--- config.mk ---
export PLATFORM = sky130hd
export DESIGN_NAME = cpu_control_fsm
export DESIGN_NICKNAME = d
export VERILOG_FILES = /design/src/rtl/cpu_control_fsm.sv
export SDC_FILE = /design/constraint.sdc
export NUM_CORES = 1
export LEC_CHECK = 0
export CAP_MARGIN = 20
export CORE_ASPECT_RATIO = 1.1
export CORE_UTILIZATION = 52
export CTS_CLUSTER_DIAMETER = 40
export DETAILED_ROUTE_END_ITERATION = 10
export GPL_TIMING_DRIVEN = 1
export MAX_ROUTING_LAYER = met4
export PLACE_DENSITY_LB_ADDON = 0.05
export SLEW_MARGIN = 20
export SYNTH_ARGS = -nofsm -noshare
export SYNTH_HDL_FRONTEND = slang
export SYNTH_SLANG_ARGS = --single-unit
--- constraint.sdc ---
create_clock -name clk -period 5.3 [get_ports clk]
set_clock_uncertainty 0.2 [all_clocks]
set_input_delay 0.795 -clock clk [delete_from_list [all_inputs] [get_ports clk]]
set_output_delay 0.795 -clock clk [all_outputs]
set_load 0.02 [all_outputs]
--- src/rtl/cpu_control_fsm.sv ---
// Multi-cycle RV32I main control unit: Moore FSM sequencing fetch/decode/exec/mem/wb,
// with a mem_ready wait-state handshake, optional wait timeout and a sticky trap state.
module cpu_control_fsm #(
    parameter int unsigned MEM_TIMEOUT  = 15,
    parameter int unsigned ENABLE_UPPER = 1
) (
    input  logic       clk,
    input  logic       rst,
    input  logic [6:0] opcode,
    input  logic       mem_ready,
    input  logic       branch_cond,
    output logic       pc_write,
    output logic       ir_write,
    output logic       mem_read,
    output logic       mem_write,
    output logic       reg_write,
    output logic [1:0] pc_src,
    output logic [1:0] alu_src_a,
    output logic [1:0] alu_src_b,
    output logic [1:0] alu_op,
    output logic [1:0] mem_to_reg,
    output logic       instr_done,
    output logic       trap,
    output logic       trap_cause,
    output logic [2:0] state
);

    localparam int unsigned CntW = (MEM_TIMEOUT > 0) ? $clog2(MEM_TIMEOUT + 1) : 1;

    typedef enum logic [2:0] {
        StFetch  = 3'd0,
        StDecode = 3'd1,
        StExec   = 3'd2,
        StMem    = 3'd3,
        StWb     = 3'd4,
        StTrap   = 3'd5
    } state_e;

    typedef enum logic [3:0] {
        ClsNone,
        ClsLoad,
        ClsStore,
        ClsOp,
        ClsOpImm,
        ClsBranch,
        ClsJal,
        ClsJalr,
        ClsLui,
        ClsAuipc
    } cls_e;

    state_e            state_q, state_d;
    cls_e              cls_q, cls_d, cls_dec;
    logic [CntW-1:0]   wait_q, wait_d;
    logic              trap_cause_q, trap_cause_d;
    logic              mem_wait;
    logic              timed_out;

    always_comb begin
        cls_dec = ClsNone;
        case (opcode)
            7'b0000011: cls_dec = ClsLoad;
            7'b0100011: cls_dec = ClsStore;
            7'b0110011: cls_dec = ClsOp;
            7'b0010011: cls_dec = ClsOpImm;
            7'b1100011: cls_dec = ClsBranch;
            7'b1101111: cls_dec = ClsJal;
            7'b1100111: cls_dec = ClsJalr;
            7'b0110111: cls_dec = (ENABLE_UPPER != 0) ? ClsLui : ClsNone;
            7'b0010111: cls_dec = (ENABLE_UPPER != 0) ? ClsAuipc : ClsNone;
            default:    cls_dec = ClsNone;
        endcase
    end

    assign mem_wait  = ((state_q == StFetch) || (state_q == StMem)) && !mem_ready;
    // A ready in the limit cycle takes priority since timed_out requires !mem_ready.
    assign timed_out = (MEM_TIMEOUT != 0) && mem_wait && (wait_q == CntW'(MEM_TIMEOUT));

    always_comb begin
        state_d      = state_q;
        cls_d        = cls_q;
        trap_cause_d = trap_cause_q;
        case (state_q)
            StFetch: begin
                if (mem_ready) begin
                    state_d = StDecode;
                end else if (timed_out) begin
                    state_d      = StTrap;
                    trap_cause_d = 1'b1;
                end
            end
            StDecode: begin
                cls_d = cls_dec;
                if (cls_dec == ClsNone) begin
                    state_d      = StTrap;
                    trap_cause_d = 1'b0;
                end else begin
                    state_d = StExec;
                end
            end
            StExec: begin
                case (cls_q)
                    ClsLoad, ClsStore: state_d = StMem;
                    ClsBranch:         state_d = StFetch;
                    default:           state_d = StWb;
                endcase
            end
            StMem: begin
                if (mem_ready) begin
                    state_d = (cls_q == ClsLoad) ? StWb : StFetch;
                end else if (timed_out) begin
                    state_d      = StTrap;
                    trap_cause_d = 1'b1;
                end
            end
            StWb:   state_d = StFetch;
            StTrap: state_d = StTrap;
            default: begin
                state_d      = StTrap;
                trap_cause_d = 1'b0;
            end
        endcase

        if (state_d != state_q) begin
            wait_d = '0;
        end else if (mem_wait) begin
            wait_d = wait_q + CntW'(1);
        end else begin
            wait_d = wait_q;
        end
    end

    always_ff @(posedge clk or posedge rst) begin
        if (rst) begin
            state_q      <= StFetch;
            cls_q        <= ClsNone;
            wait_q       <= '0;
            trap_cause_q <= 1'b0;
        end else begin
            state_q      <= state_d;
            cls_q        <= cls_d;
            wait_q       <= wait_d;
            trap_cause_q <= trap_cause_d;
        end
    end

    // Outputs decode from state and latched class; reset forces everything low.
    always_comb begin
        pc_write   = 1'b0;
        ir_write   = 1'b0;
        mem_read   = 1'b0;
        mem_write  = 1'b0;
        reg_write  = 1'b0;
        pc_src     = 2'b00;
        alu_src_a  = 2'b00;
        alu_src_b  = 2'b00;
        alu_op     = 2'b00;
        mem_to_reg = 2'b00;
        instr_done = 1'b0;
        trap       = 1'b0;
        trap_cause = 1'b0;
        if (!rst) begin
            unique case (state_q)
                StFetch: begin
                    mem_read  = 1'b1;
                    alu_src_b = 2'b01;
                    ir_write  = mem_ready;
                    pc_write  = mem_ready;
                end
                StDecode: begin
                    alu_src_a = 2'b01;
                    alu_src_b = 2'b10;
                end
                StExec: begin
                    case (cls_q)
                        ClsLoad, ClsStore: begin
                            alu_src_a = 2'b10;
                            alu_src_b = 2'b10;
                        end
                        ClsOp: begin
                            alu_src_a = 2'b10;
                            alu_op    = 2'b10;
                        end
                        ClsOpImm: begin
                            alu_src_a = 2'b10;
                            alu_src_b = 2'b10;
                            alu_op    = 2'b11;
                        end
                        ClsLui: begin
                            alu_src_a = 2'b11;
                            alu_src_b = 2'b10;
                        end
                        ClsAuipc: begin
                            alu_src_a = 2'b01;
                            alu_src_b = 2'b10;
                        end
                        ClsBranch: begin
                            alu_src_a = 2'b10;
                            alu_op    = 2'b01;
                            pc_src    = 2'b01;
                            pc_write  = branch_cond;
                        end
                        ClsJal: begin
                            pc_src   = 2'b01;
                            pc_write = 1'b1;
                        end
                        ClsJalr: begin
                            alu_src_a = 2'b10;
                            alu_src_b = 2'b10;
                            pc_src    = 2'b10;
                            pc_write  = 1'b1;
                        end
                        default: ;
                    endcase
                end
                StMem: begin
                    mem_read  = (cls_q == ClsLoad);
                    mem_write = (cls_q == ClsStore);
                end
                StWb: begin
                    reg_write = 1'b1;
                    if (cls_q == ClsLoad) begin
                        mem_to_reg = 2'b01;
                    end else if ((cls_q == ClsJal) || (cls_q == ClsJalr)) begin
                        mem_to_reg = 2'b10;
                    end
                end
                StTrap: trap = 1'b1;
                default: ;
            endcase
            instr_done = (state_d == StFetch) && (state_q != StFetch);
            trap_cause = trap_cause_q;
        end
    end

    assign state = state_q;

endmodule

==> flow_summary_export.csv <==
group,metric,value,unit
die,rows,17,
logic_synthesis,synth.most_common_cell,"nor2_1",
detailed_routing,drtPass1Iterations,4,
sta,finalCritPeriodShare,74.4,%
die,die_x,47.3,um
logic_synthesis,synthTopCellsByArea,"dfrtp_1 26%, nor2_1 7.7%, nand2b_1 5.3%",
detailed_routing,wirelength,2.93,mm
logic_synthesis,synth.distinct_cells,47,
place,dp_hpwl,2.20,mm
worst_hold_path,hold_start,"wait_q[3]",
clocking,cts-root-buf,"clkbuf_4",
die,initial_core_util,57.0,%
sta,finalSetupViolations,0,
cells_and_area,area_growth,28.6,%
global_routing,grt_pass1_wl,5.05,mm
logic_synthesis,yosys.area.top_type,"dfrtp_1",
run,drv_cap,0,
logic_synthesis,synth_warnings,0,
cells_and_area,fillers,179,
critical_path,timing.rr.start,"state[0]",
clocking,cts.sinks,12,
sta,worstMarginPinSlew,0.767,ns
logic_synthesis,async_reset_ff_share,100,%
sta,final.setup.tns,0,ns
pwr,power.static_leakage,0.550,nW
place,place_congestion,0.824,
global_routing,grt_max_degree,25,
clocking,postCtsSetupBuffers,0,
worst_hold_path,hp-class,"register to register",
place,io_buffer_count,31,
sta,hold_viol,0,
critical_path,crit_type,"primary input to output port",
clocking,hold_buffers,0,
logic_synthesis,synth.avg_cell_area,7.44,sq um
critical_path,worst-r2r-cell-count,5,
pwr,ir_worst_vdd,0.000254,V
sta,finalMaxSlewViolations,0,
clocking,clk_pin_slew,0.08,ns
sta,rsz0062_at_grt,"false",
die,core,2060,sq um
detailed_routing,first_iter_violations,37,
cells_and_area,nets,195,
sta,clock.fmax,0.254,GHz
global_routing,grt_overflow,0,
detailed_routing,vias_per_cell,5.89,
clocking,tritoncts,"yes",
logic_synthesis,ys_ff_latch,12,
detailed_routing,antenna_left,0,
clocking,clk_latency,0.27,ns
detailed_routing,remaining_drc_errors,0,
critical_path,crit_arrival,2.95,ns
die,ios,32,
pwr,powerDensity,352,nW/um^2
detailed_routing,avgRoutedWirePerCell,13.9,um
global_routing,grt_pass1_vias,1205,
logic_synthesis,synth-edff-count,0,
logic_synthesis,synth-main-ff-cell,"dfrtp_1",
critical_path,required,4.30,ns
critical_path,crit_path_start,"rst",
worst_hold_path,whs_endpoint,"wait_q[3]",
logic_synthesis,syn_nets,170,
critical_path,endpoint_kind,"output port",
clocking,cts_repair_resize_count,0,
sta,fin_crit,3.94,ns
clocking,htree_levels,1,
detailed_routing,vias,1236,
cells_and_area,antenna_cells,0,
logic_synthesis,seq_area_frac_synth,25.5,%
critical_path,r2r_slack,2.88,ns
outcome,status,"complete, no violations",
die,die-area,2460,sq um
global_routing,antenna_found_initial,0,
clocking,cts.path.max_buffers,2,
critical_path,reg2reg_to,"wait_q[0]",
logic_synthesis,ys_top_cells_by_count,"24 x nor2_1, 12 x dfrtp_1, 11 x nand2_1",
logic_synthesis,synth_top_area_share,25.5,%
cells_and_area,final_util,73.3,%
logic_synthesis,netlist_instances,158,
logic_synthesis,syn-cell-area,1180,sq um
critical_path,startpoint_type,"primary input",
clocking,cts_buffers,3,
global_routing,grtUsageTotal,28.6,%
critical_path,cp_max_fo,15,
cells_and_area,drive_gt1_share,5.49,%
sta,slew_headroom,48.9,%
worst_hold_path,min_path_cells,2,
die,die_h,51.9,um
[state kept, by name, indices dropped and copies added, names as in the netlist]
signal        flops
cls_q             4
wait_q            4
state             3
trap_cause_q      1
[cell usage in the layout, fill, tap and decap left out, types with 7 or more instances in the layout]
master           synthesis  layout
dfrtp_1                 12      12
a21oi_1                  8       8
nor2b_1                  7       7
clkdlybuf4s50_1          0      31
nor2_1                  24      24
o21ai_0                  8       8
nand2_1                 11      11
nand2b_1                10      10
[critical path, stage by stage]
cell	delay (ns)
clkdlybuf4s50_1	0.55
inv_1	0.47
nand3_1	0.27
nor3_1	0.23
clkdlybuf4s50_1	0.63
[routing by layer]
| metal | up-vias | GRT usage (%) | wire length, um |
|---|---|---|---|
| met2 | 44 | 47.0 | 1440 |
| met4 | 0 | 9.52 | 23 |
| met1 | 564 | 36.3 | 1330 |
| met5 | - | - | 0 |
| met3 | 4 | 2.43 | 134 |
| li1 | 624 | - | - |
[through the flow]
step	hold slack, ns	instance area (sq um)	setup WS [ns]	instances	total power [mW]
floorplan	0.327	1180	2.05	158	0.365
global placement	0.348	1480	1.43	206	0.448
detailed placement	0.357	1480	1.35	206	0.459
CTS	0.377	1510	1.35	210	0.530
global route	0.410	1510	1.15	210	0.573
finish	0.379	1510	1.36	210	0.533
[cell families after synthesis]
family                   count (synthesis)  synth area share, %
flip-flops                              12                 25.5
AND/OR/NAND/NOR                         82                 38.3
XOR/XNOR                                 4                 2.98
AO/OA/AOI/OAI                           42                 25.3
multiplexers                             2                 1.70
adder cells (fa/ha/maj)                  1                 1.06
buffers and inverters                   15                 5.11
[area by class of cell]
cell class,count,area (sq um),area share (%)
multi-input combinational,131,816,53.9
timing repair buffer,31,310,20.5
clock buffer,4,36.3,2.40
tap,28,35.0,2.32
sequential,12,300,19.9
inverter,4,15.0,0.993
[worst max path at each step]
stage           endpoint  slack [ns]  cells past startpoint
6_report       alu_op[1]        1.36                      5
5_1_grt         pc_write        1.15                      5
4_1_cts        alu_op[1]        1.35                      5
3_5_place_dp   alu_op[1]        1.35                      5
3_3_place_gp   alu_op[1]        1.43                      5
2_1_floorplan   pc_write        2.05                      4
[power breakdown]
part	switching [mW]	leakage [nW]	internal, mW
registers	0.0643	0.162	0.106
clock network	0.0307	0.0210	0.0418
logic	0.155	0.367	0.136
Note: power is estimated with default switching activity, not from simulation.
